[src/rtl/serial_rx.sv]
// serial_rx: asynchronous serial receiver, 1 start bit, 8 data bits LSB first,
// optional even parity bit, 1 stop bit. The line is oversampled at
// CLKS_PER_BIT clocks per bit. The start bit is checked at its midpoint, and
// every later bit is sampled one full bit period after the previous sample.
// Optional feature: define SERIAL_RX_PARITY_EN to add the PARITY state and the
// parity_err output.
module serial_rx #(
    parameter int CLKS_PER_BIT = 16
) (
    input  logic       clk,
    input  logic       rst,
    input  logic       rx,
    output logic [7:0] data,
    output logic       valid,
`ifdef SERIAL_RX_PARITY_EN
    output logic       parity_err,
`endif
    output logic       frame_err
);

    localparam int CW = $clog2(CLKS_PER_BIT);
    localparam logic [CW-1:0] HALF_LAST = CW'(CLKS_PER_BIT / 2 - 1);
    localparam logic [CW-1:0] FULL_LAST = CW'(CLKS_PER_BIT - 1);

`ifdef SERIAL_RX_PARITY_EN
    typedef enum logic [2:0] {IDLE, START, DATA, PARITY, STOP} state_t;
`else
    typedef enum logic [1:0] {IDLE, START, DATA, STOP} state_t;
`endif

    logic          rx_meta;
    logic          rx_s;
    state_t        state, next_state;
    logic [CW-1:0] cnt, next_cnt;
    logic [2:0]    bit_idx, next_bit_idx;
    logic [7:0]    shift, next_shift;
    logic [7:0]    next_data;
    logic          next_valid;
    logic          next_frame_err;
    logic          wait_high, next_wait_high;
`ifdef SERIAL_RX_PARITY_EN
    logic          par_bad, next_par_bad;
    logic          next_parity_err;
`endif

    // Two-flop synchronizer bringing the asynchronous line into the clk domain
    always_ff @(posedge clk) begin
        if (rst) begin
            rx_meta <= 1'b1;
            rx_s    <= 1'b1;
        end else begin
            rx_meta <= rx;
            rx_s    <= rx_meta;
        end
    end

    // State, counters, shift register and registered output pulses
    always_ff @(posedge clk) begin
        if (rst) begin
            state     <= IDLE;
            cnt       <= '0;
            bit_idx   <= 3'd0;
            shift     <= 8'h00;
            data      <= 8'h00;
            valid     <= 1'b0;
            frame_err <= 1'b0;
            wait_high <= 1'b1;
`ifdef SERIAL_RX_PARITY_EN
            par_bad    <= 1'b0;
            parity_err <= 1'b0;
`endif
        end else begin
            state     <= next_state;
            cnt       <= next_cnt;
            bit_idx   <= next_bit_idx;
            shift     <= next_shift;
            data      <= next_data;
            valid     <= next_valid;
            frame_err <= next_frame_err;
            wait_high <= next_wait_high;
`ifdef SERIAL_RX_PARITY_EN
            par_bad    <= next_par_bad;
            parity_err <= next_parity_err;
`endif
        end
    end

    // Next-state logic: the line must be seen high before a start is accepted
    always_comb begin
        next_state     = state;
        next_cnt       = cnt + CW'(1);
        next_bit_idx   = bit_idx;
        next_shift     = shift;
        next_data      = data;
        next_valid     = 1'b0;
        next_frame_err = 1'b0;
        next_wait_high = wait_high;
`ifdef SERIAL_RX_PARITY_EN
        next_par_bad    = par_bad;
        next_parity_err = 1'b0;
`endif
        case (state)
            IDLE: begin
                next_cnt     = '0;
                next_bit_idx = 3'd0;
                if (wait_high) begin
                    if (rx_s) begin
                        next_wait_high = 1'b0;
                    end
                end else if (!rx_s) begin
                    next_state = START;
`ifdef SERIAL_RX_PARITY_EN
                    next_par_bad = 1'b0;
`endif
                end
            end
            START: begin
                if (cnt == HALF_LAST) begin
                    next_cnt   = '0;
                    next_state = rx_s ? IDLE : DATA;
                end
            end
            DATA: begin
                if (cnt == FULL_LAST) begin
                    next_cnt   = '0;
                    next_shift = {rx_s, shift[7:1]};
                    if (bit_idx == 3'd7) begin
`ifdef SERIAL_RX_PARITY_EN
                        next_state = PARITY;
`else
                        next_state = STOP;
`endif
                    end else begin
                        next_bit_idx = bit_idx + 3'd1;
                    end
                end
            end
`ifdef SERIAL_RX_PARITY_EN
            PARITY: begin
                if (cnt == FULL_LAST) begin
                    next_cnt   = '0;
                    next_state = STOP;
                    if (rx_s != ^shift) begin
                        next_par_bad = 1'b1;
                    end
                end
            end
`endif
            STOP: begin
                if (cnt == FULL_LAST) begin
                    next_cnt   = '0;
                    next_state = IDLE;
                    if (!rx_s) begin
                        next_frame_err = 1'b1;
                        next_wait_high = 1'b1;
`ifdef SERIAL_RX_PARITY_EN
                    end else if (par_bad) begin
                        next_parity_err = 1'b1;
`endif
                    end else begin
                        next_valid = 1'b1;
                        next_data  = shift;
                    end
                end
            end
            default: begin
                next_state = IDLE;
                next_cnt   = '0;
            end
        endcase
    end

endmodule

[config.mk]
export PLATFORM = sky130hd
export DESIGN_NAME = serial_rx
export DESIGN_NICKNAME = d
export VERILOG_FILES = /design/src/rtl/serial_rx.sv
export SDC_FILE = /design/constraint.sdc
export NUM_CORES = 1
export LEC_CHECK = 0
export BUFFER_PORTS_ARGS = -buffer_cell sky130_fd_sc_hd__buf_2
export CAP_MARGIN = 20
export CORE_MARGIN = 8
export CORE_UTILIZATION = 39
export DETAILED_ROUTE_END_ITERATION = 8
export GPL_TIMING_DRIVEN = 0
export PLACE_DENSITY = 0.68
export SKIP_CTS_REPAIR_TIMING = 1
export SLEW_MARGIN = 15
export SYNTH_ARGS = -nofsm -noshare
export SYNTH_HDL_FRONTEND = slang
export SYNTH_SLANG_ARGS = --single-unit
[constraint.sdc]
create_clock -name clk -period 1.6 [get_ports clk]
set_input_delay 0.08 -clock clk [delete_from_list [all_inputs] [get_ports clk]]
set_output_delay 0.08 -clock clk [all_outputs]
set_load 0.03 [all_outputs]
== Word-level counts from Yosys, hierarchy flattened ==
Index checks and enable logic that the tools add are counted.

* Output and inout port bits: 10
* Word-level logic and storage cells: 58
* Bits in registers: 30
* Bits of input ports: 3

* Add/sub/neg operators: 2
* Muxes and demuxes: 20
* Bitwise gates (word level): 2
* Reduce and logical (&&, ||, !) cells: 10
* Equality and inequality tests: 14

{| class="wikitable"
|+ Operator list
! operator !! count
|-
| $ne 2x2->1 const B || 8
|-
| $mux 2 || 7
|-
| $pmux 4 s3 || 1
|-
| $reduce_and 3->1 || 3
|-
| $mux 4 || 2
|-
| $pmux 2 s4 || 1
|-
| $mux 3 || 2
|-
| $pmux 3 s2 || 1
|-
| $reduce_and 6->1 || 1
|-
| $mux 1 || 5
|-
| $add 4x1->4 const B || 1
|-
| $eq 2x2->1 const B || 2
|-
| $eq 4x3->1 const B || 1
|-
| $eq 4x4->1 const B || 1
|-
| $reduce_bool 2->1 || 2
|-
| $add 3x1->3 const B || 1
|-
| $eq 3x3->1 const B || 1
|-
| $reduce_or 3->1 || 1
|-
| $eq 2x1->1 const B || 1
|-
| $logic_not 2->1 || 1
|-
| $not 1->1 || 2
|-
| $pmux 1 s2 || 1
|-
| $reduce_and 2->1 || 1
|-
| $reduce_or 2->1 || 1
|}

== Depth between registers and ports, before layout ==
Gate-level depths: netlist (run 1).

* Depth in word-level cells: 4
* Depth in mapped cells: 6
* Gate-level depth less buffers: 5

== Worst setup path before layout (run 1) ==
OpenSTA, ideal clock, no wires.

* Kind: register -> register
* From: register bit_idx[0]
* To: register bit_idx[2]
* Setup slack: 0.016 ns
* Required time: 1.526 ns
* Buffers on the path: 0
* Library setup time: 0.074 ns
* Arrival: 1.509 ns
* Cell stages (with the launch flop): 6
* Clock period less this slack: 1.584 ns
* Cells stage by stage: dfxtp_1 > ha_1 > ha_1 > nand4b_4 > or4b_1 > a31oi_1

* Word-level cells in the longest chain between the ends: 4
* Elaborated cells on any way between the ends: 7
* Those cells by class: add/sub (1); eq/ne (2); mux (3); reduce/logical (1)

{| class="wikitable"
|+ Ends and longest elaborated chain
! element !! line !! source
|-
| start: declaration || 35 || <nowiki>logic [2:0] bit_idx, next_bit_idx;</nowiki>
|-
| start signal: assignment || 75 || <nowiki>bit_idx <= next_bit_idx;</nowiki>
|-
| $add 3x1->3 || 134 || <nowiki>next_bit_idx = bit_idx + 3'd1;</nowiki>
|-
| $mux 3 || 127 || <nowiki>if (bit_idx == 3'd7) begin</nowiki>
|-
| $mux 3 || 124 || <nowiki>if (cnt == FULL_LAST) begin</nowiki>
|-
| $pmux 3 s2 || 102 || <nowiki>case (state)</nowiki>
|}

Parallel ways exist; a longest one is shown, timed or not. The select of a mux whose other input is x is not followed.
A chain may end at the register's enable or synchronous reset.

== Worst setup path in the final report (run 1) ==
* From: register bit_idx[1]
* To: register bit_idx[2]

Same word-level chain as after synthesis.

==> results.tsv, run 1 <==
metric	value	unit
slowest stage delay, CP	530	ps
DIE WIDTH	73.43	um
LEAKAGE	0.0006358	uW
R2R Path Start	bit_idx[1]$_SDFFE_PP0P_	
commonest non-fill, non-tap cell in the layout	dfxtp_1	
Layout fillers	337	
H-tree level count	2	
Synth Instances	139	
relative slew slack	68.27	%
Worst-Skew Late Latency	310	ps
cells taking the most area after synthesis	dfxtp_1 (47%), mux2i_1 (6.2%), nand3_1 (5.4%), nand2b_1 (4.9%), a21oi_1 (4.3%)	
Post-Syn Area	1286	um^2
CP Class	flip-flop to flip-flop	
Worst Setup SP	bit_idx[1]$_SDFFE_PP0P_	
final wirelength	2.511	mm
Rows	21	
fin nets	169	
Mapped Nets	145	
endpoints failing setup	0	
Root Buffer	clkbuf_4	
Inserted Clock Buffers	5	
vias in the first global route	991	
part of the cycle the worst path needs	97.31	%
Ports	13	
WL/cell	12.01	um
clock buffer depth	2	
max-cap violations	0	
# DRC	0	
drt pass-1 iters	4	
RSZ-0062 raised after global routing	true	
die area	5392	um^2
CTS tree	done	
Max Freq	642.3	MHz
chip height	73.43	um
Hold WS	83.36	ps
minimum clock period	1557	ps
initial antenna violation count	0	
Crit path top cell by count	ha_4	
fin util	47.73	%
Crit path arrival time	1800	ps
Vias	1047	
Synth Area per Inst	9.253	um^2
PwrDens	894.2	nW/um^2
crit-path cells	ha_4 > ha_4 > nand4b_4 > or4b_1 > a31oi_1	
crit path launch type	flip-flop	
Worst setup EP type	flip-flop	
status	completed	
Crit path required time	1840	ps
Final HPWL DP	1.786	mm
worst vdd ir	0.4808	mV
yosys warns	0	
drt initial violations	76	
total gr overflow	0	
ant diodes	0	
Worst path slowest cell	or4b_1	
commonest non-fill, non-tap cells in the layout	dfxtp_1 (27), buf_2 (15), nand3_1 (14)	
Worst Skew	8.121	ps
layout cell share with drive strength beyond 1	23.93	%
first-pass GRT wire length	4.153	mm
clock transition at the registers of the reported paths	90	ps
Area Growth Syn to Fin	20.91	%
total track usage	10.06	%
sequential share of the synthesized area	46.69	%
Slew Limit Fails	0	
Avg Vias per Cell	5.010	
critical-path maximum fanout	5	
final hold vios	0	
largest net degree at the start of global routing	11	
Yosys top cell area share	46.69	%
GP Congestion	0.7966	
Non-Filler Instances	209	
DP Area	1404	um^2
cell taking the most area after synthesis	dfxtp_1	
port bufs	12	
Placed Cells	197	
DRT antenna net count	0	
Core Region	3258	um^2
Worst-Margin Slew	475.9	ps
Hold Crit Class	input pin to flip-flop	
fin area	1555	um^2
Starting Density	39.48	%
Hold Path Origin	rst	
synth unique cells	34	
CTS sink cnt	30	
Seq cells post-synth	30	
[logic make-up (layout without fill, tap and decap cells)]
family,count (synthesis),in the layout,synth area share [%]
simple gates,54,54,25.10
fa+ha+maj,3,3,2.919
compound gates,29,29,12.45
mux,8,8,6.226
flops,30,30,46.69
buf+inv,13,37,5.252
xor+xnor,2,2,1.362
[flip-flops by register name, summed over array words and instances, names as in the netlist, named ones only]
signal     cells
state          1
data           8
wait_high      1
rx_s           1
valid          1
rx_meta        1
frame_err      1
cnt            4
shift          8
bit_idx        3
[per-layer routing]
layer | routed length (um) | part of all wire, % | up-vias | track usage [%]
met1 | 1215 | 48 | 487 | 11.30
met5 | 0 | 0 | - | 0
met2 | 1132 | 45 | 15 | 15.49
met3 | 115 | 4.6 | 5 | 3.411
li1 | - | - | 540 | -
met4 | 48 | 1.9 | 0 | 7.317
[layout make-up]
class / instances / area (um^2) / area share, %
Clock buffer: 6 / 51.30 / 3.298
Timing Repair Buffer: 17 / 100.1 / 6.436
Sequential cell: 30 / 604.3 / 38.86
Multi-Input combinational cell: 96 / 643.1 / 41.35
Tap cell: 46 / 57.56 / 3.701
Clock inverter: 1 / 30.03 / 1.931
Inverter: 1 / 3.754 / 0.2414
Buffer: 12 / 65.06 / 4.183
[where the power goes]
part           switching [uW]  leakage (uW)  total (uW)  internal [uW]
clock                     235     0.0000443         599            364
combinational            19.0      0.000347        34.2           15.1
sequential               6.07      0.000244         758            752
[path summary, 6_finish.rpt]
check / cells past startpoint / slack [ps] / end
min: 3 / 80 / shift[0]$_SDFFE_PP0P_
min reg2reg: 1 / 420 / rx_s$_SDFF_PP1_
max reg2reg: 5 / 40 / bit_idx[2]$_SDFFE_PP0P_
max: 5 / 40 / bit_idx[2]$_SDFFE_PP0P_
[cell usage after synthesis]
cell type  number
nand3_1        14
nand3b_1        1
buf_6           1
nand4b_4        1
xor2_1          1
nor3b_1         2
a21oi_1        11
and3_2          1
nor2_1          2
nand2b_1       10
buf_4           2
a211oi_1        1
nand4_1         1
a211o_1         1
or4_1           1
ha_1            3
mux2i_1         8
clkbuf_1        6
nand2_1         6
or4b_1          1
or2_2           2
nor2b_1         3
or2_1           1
nor3_1          4
xnor2_1         1
dfxtp_1        30
buf_2           3
a31oi_1         5
a22oi_1         1
inv_1           1
or3_1           2
and3_1          1
nor4_1          1
o21ai_0        10
[per-stage QoR]
step	worst slack [ps]	TNS (ps)	total power [uW]
after CTS	-92.69	-123.2	1413
after detailed placement	-87.39	-87.39	807.7
after floorplan	16.40	0	797.0
after global placement	-27.30	-27.30	806.7
after global routing	-48.07	-48.07	1454
final	43.01	0	1391
[critical path, delay by kind of cell, from the launching register on]
kind	cells	cell delay [ps]
AOI/OAI and AO/OA	1	130
DFF	1	340
adders and majority gates	2	310
and+or+nand+nor	2	720
Note: power is estimated with default switching activity, not from simulation.
==> run 2, diff against run 1 <==
Settings changed: ABC_AREA from default to 1, GPL_ROUTABILITY_DRIVEN from default to 0.
==> results.tsv, run 2 <==
metric	value	unit	change
total gr overflow	0		unchanged
total design power	1432	uW	was 1391 uW
yosys warns	0		unchanged
worst vdd ir	0.9416	mV	was 0.4808 mV
synth unique cells	23		was 34
Worst-Skew Late Latency	320	ps	was 310 ps
PwrDens	1047	nW/um^2	was 894.2 nW/um^2
initial antenna violation count	0		unchanged
minimum clock period	1442	ps	was 1557 ps
sequential cell fraction of total power	53.9	%	was 54.5%
Non-Filler Instances	197		was 209
Core Region	2781	um^2	was 3258 um^2
clock transition at the registers of the reported paths	90	ps	about the same
sequential share of the synthesized area	51.78	%	was 46.69%
Rows	19		was 21
layout cell share with drive strength beyond 1	19.88	%	was 23.93%
worst setup margin	157.9	ps	was 43.01 ps
RSZ-0062 raised after global routing	false		was true
Sw Ratio	21.83	%	was 18.71%
relative slew slack	73.31	%	was 68.27%
ant diodes	0		unchanged
Root Buffer	clkbuf_4		unchanged
Synth async-reset ratio	0	%	unchanged
cell taking the most area after synthesis	dfxtp_1		unchanged
Post-Synth Simple-Gate Area	26.21	%	was 25.10%
Synth Area per Inst	8.111	um^2	was 9.253 um^2
CTS sink cnt	30		unchanged
Psw	312.6	uW	was 260.1 uW
Yosys top cell area share	51.78	%	was 46.69%
hold endpoint	bit_idx[2]$_SDFFE_PP0P_		was shift[0]$_SDFFE_PP0P_
endpoints failing setup	0		unchanged
mux cell area share after synthesis	0	%	was 6.226%
drt pass-1 iters	4		unchanged
part of the cycle the worst path needs	90.13	%	was 97.31%
Worst Reg2Reg Path Length in Cells	6		was 5
DRT antenna net count	0		unchanged
Hold Crit Class	input pin to flip-flop		unchanged
pre-CTS setup slack	65.31	ps	was -87.39 ps
commonest non-fill, non-tap cells in the layout	nor2_1 (37), dfxtp_1 (30), o21ai_0 (18)		was dfxtp_1 (27), buf_2 (15), nand3_1 (14)
chip height	70.54	um	was 73.43 um
Final HPWL DP	1.594	mm	was 1.786 mm
max-cap violations	0		unchanged
final wirelength	2.254	mm	was 2.511 mm
Mapped Nets	149		was 145
EDFF count, synth	0		unchanged
Hold Path Cell Cnt	2		was 3
Hold Path Origin	rst		unchanged
Top delay family on crit path	simple AND/OR/NAND/NOR gates		unchanged
WL/cell	11.44	um	was 12.01 um
largest family of logic cells by synthesized area	simple AND/OR/NAND/NOR gates		unchanged
cells taking the most area after synthesis	dfxtp_1 (52%), nor2_1 (12%), o21ai_0 (7.8%), nand2_1 (4.2%), a21oi_1 (3.5%)		was dfxtp_1 (47%), mux2i_1 (6.2%), nand3_1 (5.4%), nand2b_1 (4.9%), a21oi_1 (4.3%)
Post-Syn Area	1160	um^2	was 1286 um^2
total track usage	9.615	%	was 10.06%
Seq cells post-synth	30		unchanged
port bufs	11		was 12
Post-Synth XOR/XNOR Area	0.7551	%	was 1.362%
setup slack, reg-to-reg	160	ps	was 40 ps
LEAKAGE	0.0006641	uW	was 0.0006358 uW
drt initial violations	34		was 76
critical-path maximum fanout	5		unchanged
Slew Limit Fails	0		unchanged
Avg Vias per Cell	4.904		was 5.010
Crit path required time	1870	ps	was 1840 ps
clock buffer depth	2		unchanged
Crit path arrival time	1710	ps	was 1800 ps
most common cell in the netlist	nor2_1		was dfxtp_1
compound-cell area share of the yosys netlist	12.73	%	was 12.45%
Worst setup EP type	flip-flop		unchanged
final hold vios	0		unchanged
commonest cells in the netlist	nor2_1 (37), dfxtp_1 (30), o21ai_0 (18)		was dfxtp_1 (30), nand3_1 (14), a21oi_1 (11)
first-pass GRT wire length	3.933	mm	was 4.153 mm
Layout fillers	277		was 337
fin nets	171		was 169
commonest non-fill, non-tap cell in the layout	nor2_1		was dfxtp_1
crit path launch type	flip-flop		unchanged
Worst-Margin Slew	400.4	ps	was 475.9 ps
Largest regs	data: 8 flops, shift: 8 flops, cnt: 4 flops		unchanged
largest net degree at the start of global routing	11		unchanged
slowest stage delay, CP	370	ps	was 530 ps
Int Pwr	1120	uW	was 1131 uW
total negative setup slack	0	ps	unchanged
CP Class	flip-flop to flip-flop		unchanged
Worst Skew	5.247	ps	was 8.121 ps
R2R Path Start	cnt[0]$_SDFF_PP0_		was bit_idx[1]$_SDFFE_PP0P_
Critical path buffers and inverters	1		was 0
Starting Density	41.70	%	was 39.48%
synthesized-area fraction occupied by adder cells	3.236	%	was 2.918%
Ports	13		unchanged
Max Freq	693.4	MHz	was 642.3 MHz
Placed Cells	185		was 197
Vias	966		was 1047
vias in the first global route	914		was 991
H-tree level count	2		unchanged
Clock Power Share	40.4	%	was 43.1%
Synth Instances	143		was 139
Comb pwr share	5.7	%	was 2.5%
Inserted Clock Buffers	5		unchanged
DIE WIDTH	70.54	um	was 73.43 um
Critical R2R Capture	data[3]$_SDFFE_PP0P_		was bit_idx[2]$_SDFFE_PP0P_
die area	4975	um^2	was 5392 um^2
Worst path slowest cell	dfxtp_1		was or4b_1
crit-path cells	ha_2 > nand3_4 > nor3_4 > buf_4 > o21ai_0 > nor2_1		was ha_4 > ha_4 > nand4b_4 > or4b_1 > a31oi_1
CTS tree	done		unchanged
status	completed		unchanged
# DRC	0		unchanged
most common flop cell mapped by yosys	dfxtp_1		unchanged
Area Growth Syn to Fin	17.91	%	was 20.91%
-- run 2: cell families after synthesis --
family | Yosys count
fa+ha+maj | 3
simple gates | 66
compound gates | 28
xor+xnor | 1
buf+inv | 15
flops | 30
-- run 2: worst max-delay path by stage --
stage                             from                 endpoint  slack, ps  cells after the start
6_report             cnt[0]$_SDFF_PP0_     data[3]$_SDFFE_PP0P_        160                      6
5_1_grt              cnt[0]$_SDFF_PP0_     data[1]$_SDFFE_PP0P_          6                      6
4_1_cts              cnt[0]$_SDFF_PP0_     data[2]$_SDFFE_PP0P_         50                      6
3_5_place_dp         cnt[0]$_SDFF_PP0_     data[6]$_SDFFE_PP0P_         70                      6
3_3_place_gp         cnt[0]$_SDFF_PP0_     data[6]$_SDFFE_PP0P_         80                      6
2_1_floorplan  bit_idx[0]$_SDFFE_PP0P_  bit_idx[0]$_SDFFE_PP0P_        250                      7
-- run 2: worst reg2reg max path, delay by kind of cell, from the launching register on --
family / cells / cell delay [ps]
AOI/OAI and AO/OA: 1 / 70
buffers and inverters: 1 / 180
DFF: 1 / 370
adders and majority gates: 1 / 240
and+or+nand+nor: 3 / 540
-- run 2: layout make-up --
| cell class | count | area [um^2] | share of cell area [%] |
|---|---|---|---|
| timing repair buffer | 15 | 87.58 | 6.404 |
| tap | 31 | 38.79 | 2.836 |
| clock inverter | 1 | 30.03 | 2.196 |
| buffer | 3 | 16.27 | 1.189 |
| clock buffer | 7 | 45.04 | 3.294 |
| inverter | 12 | 45.04 | 3.294 |
| sequential | 30 | 600.6 | 43.92 |
| multi-input combinational | 98 | 504.2 | 36.87 |
-- run 2: per-layer routing --
layer	share of wire, %	routed length, um	global-route usage [%]
met4	2.2	50	5.252
met2	47	1054	15.29
met3	4.9	111	4.463
met1	46	1037	10.44
met5	0	0	0
-- run 2: stage by stage --
step | cell area, um^2 | hold slack (ps) | utilization [%]
2_1_floorplan | 1160 | 183.8 | -
3_3_place_gp | 1254 | 263.7 | 45.07
3_5_place_dp | 1254 | 265.5 | 45.07
4_1_cts | 1329 | -79.62 | 47.77
5_1_grt | 1368 | 17.51 | 49.17
6_report | 1368 | 24.18 | 49.17
-- run 2: power by group through the flow --
stage               combinational [uW]  clock (uW)  sequential [uW]
floorplan                         62.9           0              786
global placement                  75.5           0              788
detailed placement                77.7           0              790
CTS                               78.5         599              772
global route                      93.4         633              774
finish                            82.2         578              772
==> run 3, diff against run 2 <==
Settings changed: GPL_ROUTABILITY_DRIVEN 0 to default, RECOVER_POWER from default to 25.
==> results.tsv, run 3 (synthesis gave the netlist of run 2 again) <==
metric	value	unit	change
status	completed		unchanged
Psw	312.5	uW	was 312.6 uW
Crit path required time	1870	ps	about the same
CTS tree	done		unchanged
chip height	70.54	um	unchanged
worst vdd ir	0.9415	mV	was 0.9416 mV
Critical path buffers and inverters	1		unchanged
CP Class	flip-flop to flip-flop		unchanged
Root Buffer	clkbuf_4		unchanged
Worst setup EP type	flip-flop		unchanged
minimum clock period	1442	ps	about the same
total gr overflow	0		unchanged
first-pass GRT wire length	3.933	mm	unchanged
Layout fillers	279		was 277
Avg Vias per Cell	4.904		unchanged
total negative setup slack	0	ps	unchanged
Starting Density	41.70	%	unchanged
Worst path slowest cell	dfxtp_1		unchanged
max-cap violations	0		unchanged
critical-path maximum fanout	5		unchanged
DRT antenna net count	0		unchanged
Int Pwr	1120	uW	unchanged
largest net degree at the start of global routing	11		unchanged
initial antenna violation count	0		unchanged
Clock Power Share	40.4	%	about the same
relative slew slack	73.28	%	was 73.31%
Worst Skew	5.265	ps	was 5.247 ps
Area Growth Syn to Fin	17.15	%	was 17.91%
Inserted Clock Buffers	5		unchanged
Worst Setup SP	cnt[0]$_SDFF_PP0_		unchanged
final wirelength	2.262	mm	was 2.254 mm
slowest stage delay, CP	370	ps	about the same
commonest non-fill, non-tap cells in the layout	nor2_1 (37), dfxtp_1 (30), o21ai_0 (18)		unchanged
H-tree level count	2		unchanged
setup slack, reg-to-reg	160	ps	about the same
Comb pwr share	5.7	%	about the same
clock transition at the registers of the reported paths	90	ps	about the same
port bufs	11		unchanged
Hold WS	24.04	ps	was 24.18 ps
total track usage	9.615	%	unchanged
part of the cycle the worst path needs	90.13	%	about the same
# DRC	0		unchanged
Core Region	2781	um^2	unchanged
Vias	966		unchanged
CTS sink cnt	30		unchanged
endpoints failing setup	0		unchanged
fin util	48.85	%	was 49.17%
Sw Ratio	21.82	%	was 21.83%
final hold vios	0		unchanged
Final HPWL DP	1.594	mm	unchanged
Placed Cells	185		unchanged
Largest regs	data: 8 flops, shift: 8 flops, cnt: 4 flops		unchanged
Crit. path cell count	6		unchanged
commonest non-fill, non-tap cell in the layout	nor2_1		unchanged
flip-flop and latch area	600.6	um^2	unchanged
layout cell share with drive strength beyond 1	15.66	%	was 19.88%
Non-Filler Instances	197		unchanged
clock buffer depth	2		unchanged
die area	4975	um^2	unchanged
sequential cell fraction of total power	53.9	%	about the same
Hold Crit Class	input pin to flip-flop		unchanged
Worst-Margin Slew	400.8	ps	was 400.4 ps
crit-path cells	ha_2 > nand3_4 > nor3_4 > buf_4 > o21ai_0 > nor2_1		unchanged
PwrDens	1054	nW/um^2	was 1047 nW/um^2
drt pass-1 iters	4		unchanged
GP Congestion	0.8658		
fin nets	171		unchanged
RSZ-0062 raised after global routing	false		unchanged
R2R Path Start	cnt[0]$_SDFF_PP0_		unchanged
crit path launch type	flip-flop		unchanged
DIE WIDTH	70.54	um	unchanged
area of the multi-input gates	504.2	um^2	unchanged
LEAKAGE	0.0006331	uW	was 0.0006641 uW
Worst Reg2Reg Path Length in Cells	6		unchanged
Worst-Skew Late Latency	320	ps	about the same
Ports	13		unchanged
Rows	19		unchanged
fin area	1359	um^2	was 1368 um^2
WL/cell	11.48	um	was 11.44 um
Slew Limit Fails	0		unchanged
Crit path arrival time	1710	ps	about the same
Max Freq	693.4	MHz	about the same
DP Area	1254	um^2	unchanged
vias in the first global route	914		unchanged
Critical R2R Capture	data[3]$_SDFFE_PP0P_		unchanged
Critical Path End	data[3]$_SDFFE_PP0P_		unchanged
Top delay family on crit path	simple AND/OR/NAND/NOR gates		unchanged
ant diodes	0		unchanged
drt initial violations	37		was 34
run 3: stage by stage:
stage	setup WS, ps	total power, uW
floorplan	253.7	848.7
detailed placement	65.31	867.6
global placement	79.54	863.4
CTS	52.59	1450
global route	6.486	1500
finish	157.9	1432
run 3: how the worst min path moves through the flow:
| stage | slack [ps] | endpoint | startpoint | depth (start not counted) |
|---|---|---|---|---|
| after global routing | 20 | bit_idx[2]$_SDFFE_PP0P_ | rst | 2 |
| final | 20 | bit_idx[2]$_SDFFE_PP0P_ | rst | 2 |
| after floorplan | 180 | rx_meta$_SDFF_PP1_ | rx | 1 |
| after CTS | -80 | rx_meta$_SDFF_PP1_ | rx | 2 |
| after detailed placement | 270 | rx_meta$_SDFF_PP1_ | rx | 2 |
| after global placement | 260 | rx_meta$_SDFF_PP1_ | rx | 2 |
run 3: power by group through the flow:
stage	Sequential (uW)	Clock (uW)	Combinational [uW]
CTS	772	599	78.5
finish	772	578	82.1
global placement	788	0	75.5
global route	774	633	93.4
floorplan	786	0	62.9
detailed placement	790	0	77.7
run 3: layout make-up:
class	instances	share of cell area, %
repair buffers	15	5.801
multi-input cells	98	37.11
well taps	31	2.855
flip-flops and latches	30	44.20
inverters	12	3.315
plain buffers	3	1.197
clock inverters	1	2.210
clock buffers	7	3.315
run 3: routing by layer:
metal / global-route usage, % / wire length (um) / vias to the layer above / part of all wire (%)
met5: 0 / 0 / - / 0
met4: 5.252 / 50 / 0 / 2.2
met1: 10.44 / 1044 / 434 / 46
met2: 15.29 / 1056 / 18 / 47
met3: 4.463 / 111 / 6 / 4.9
li1: - / - / 508 / -
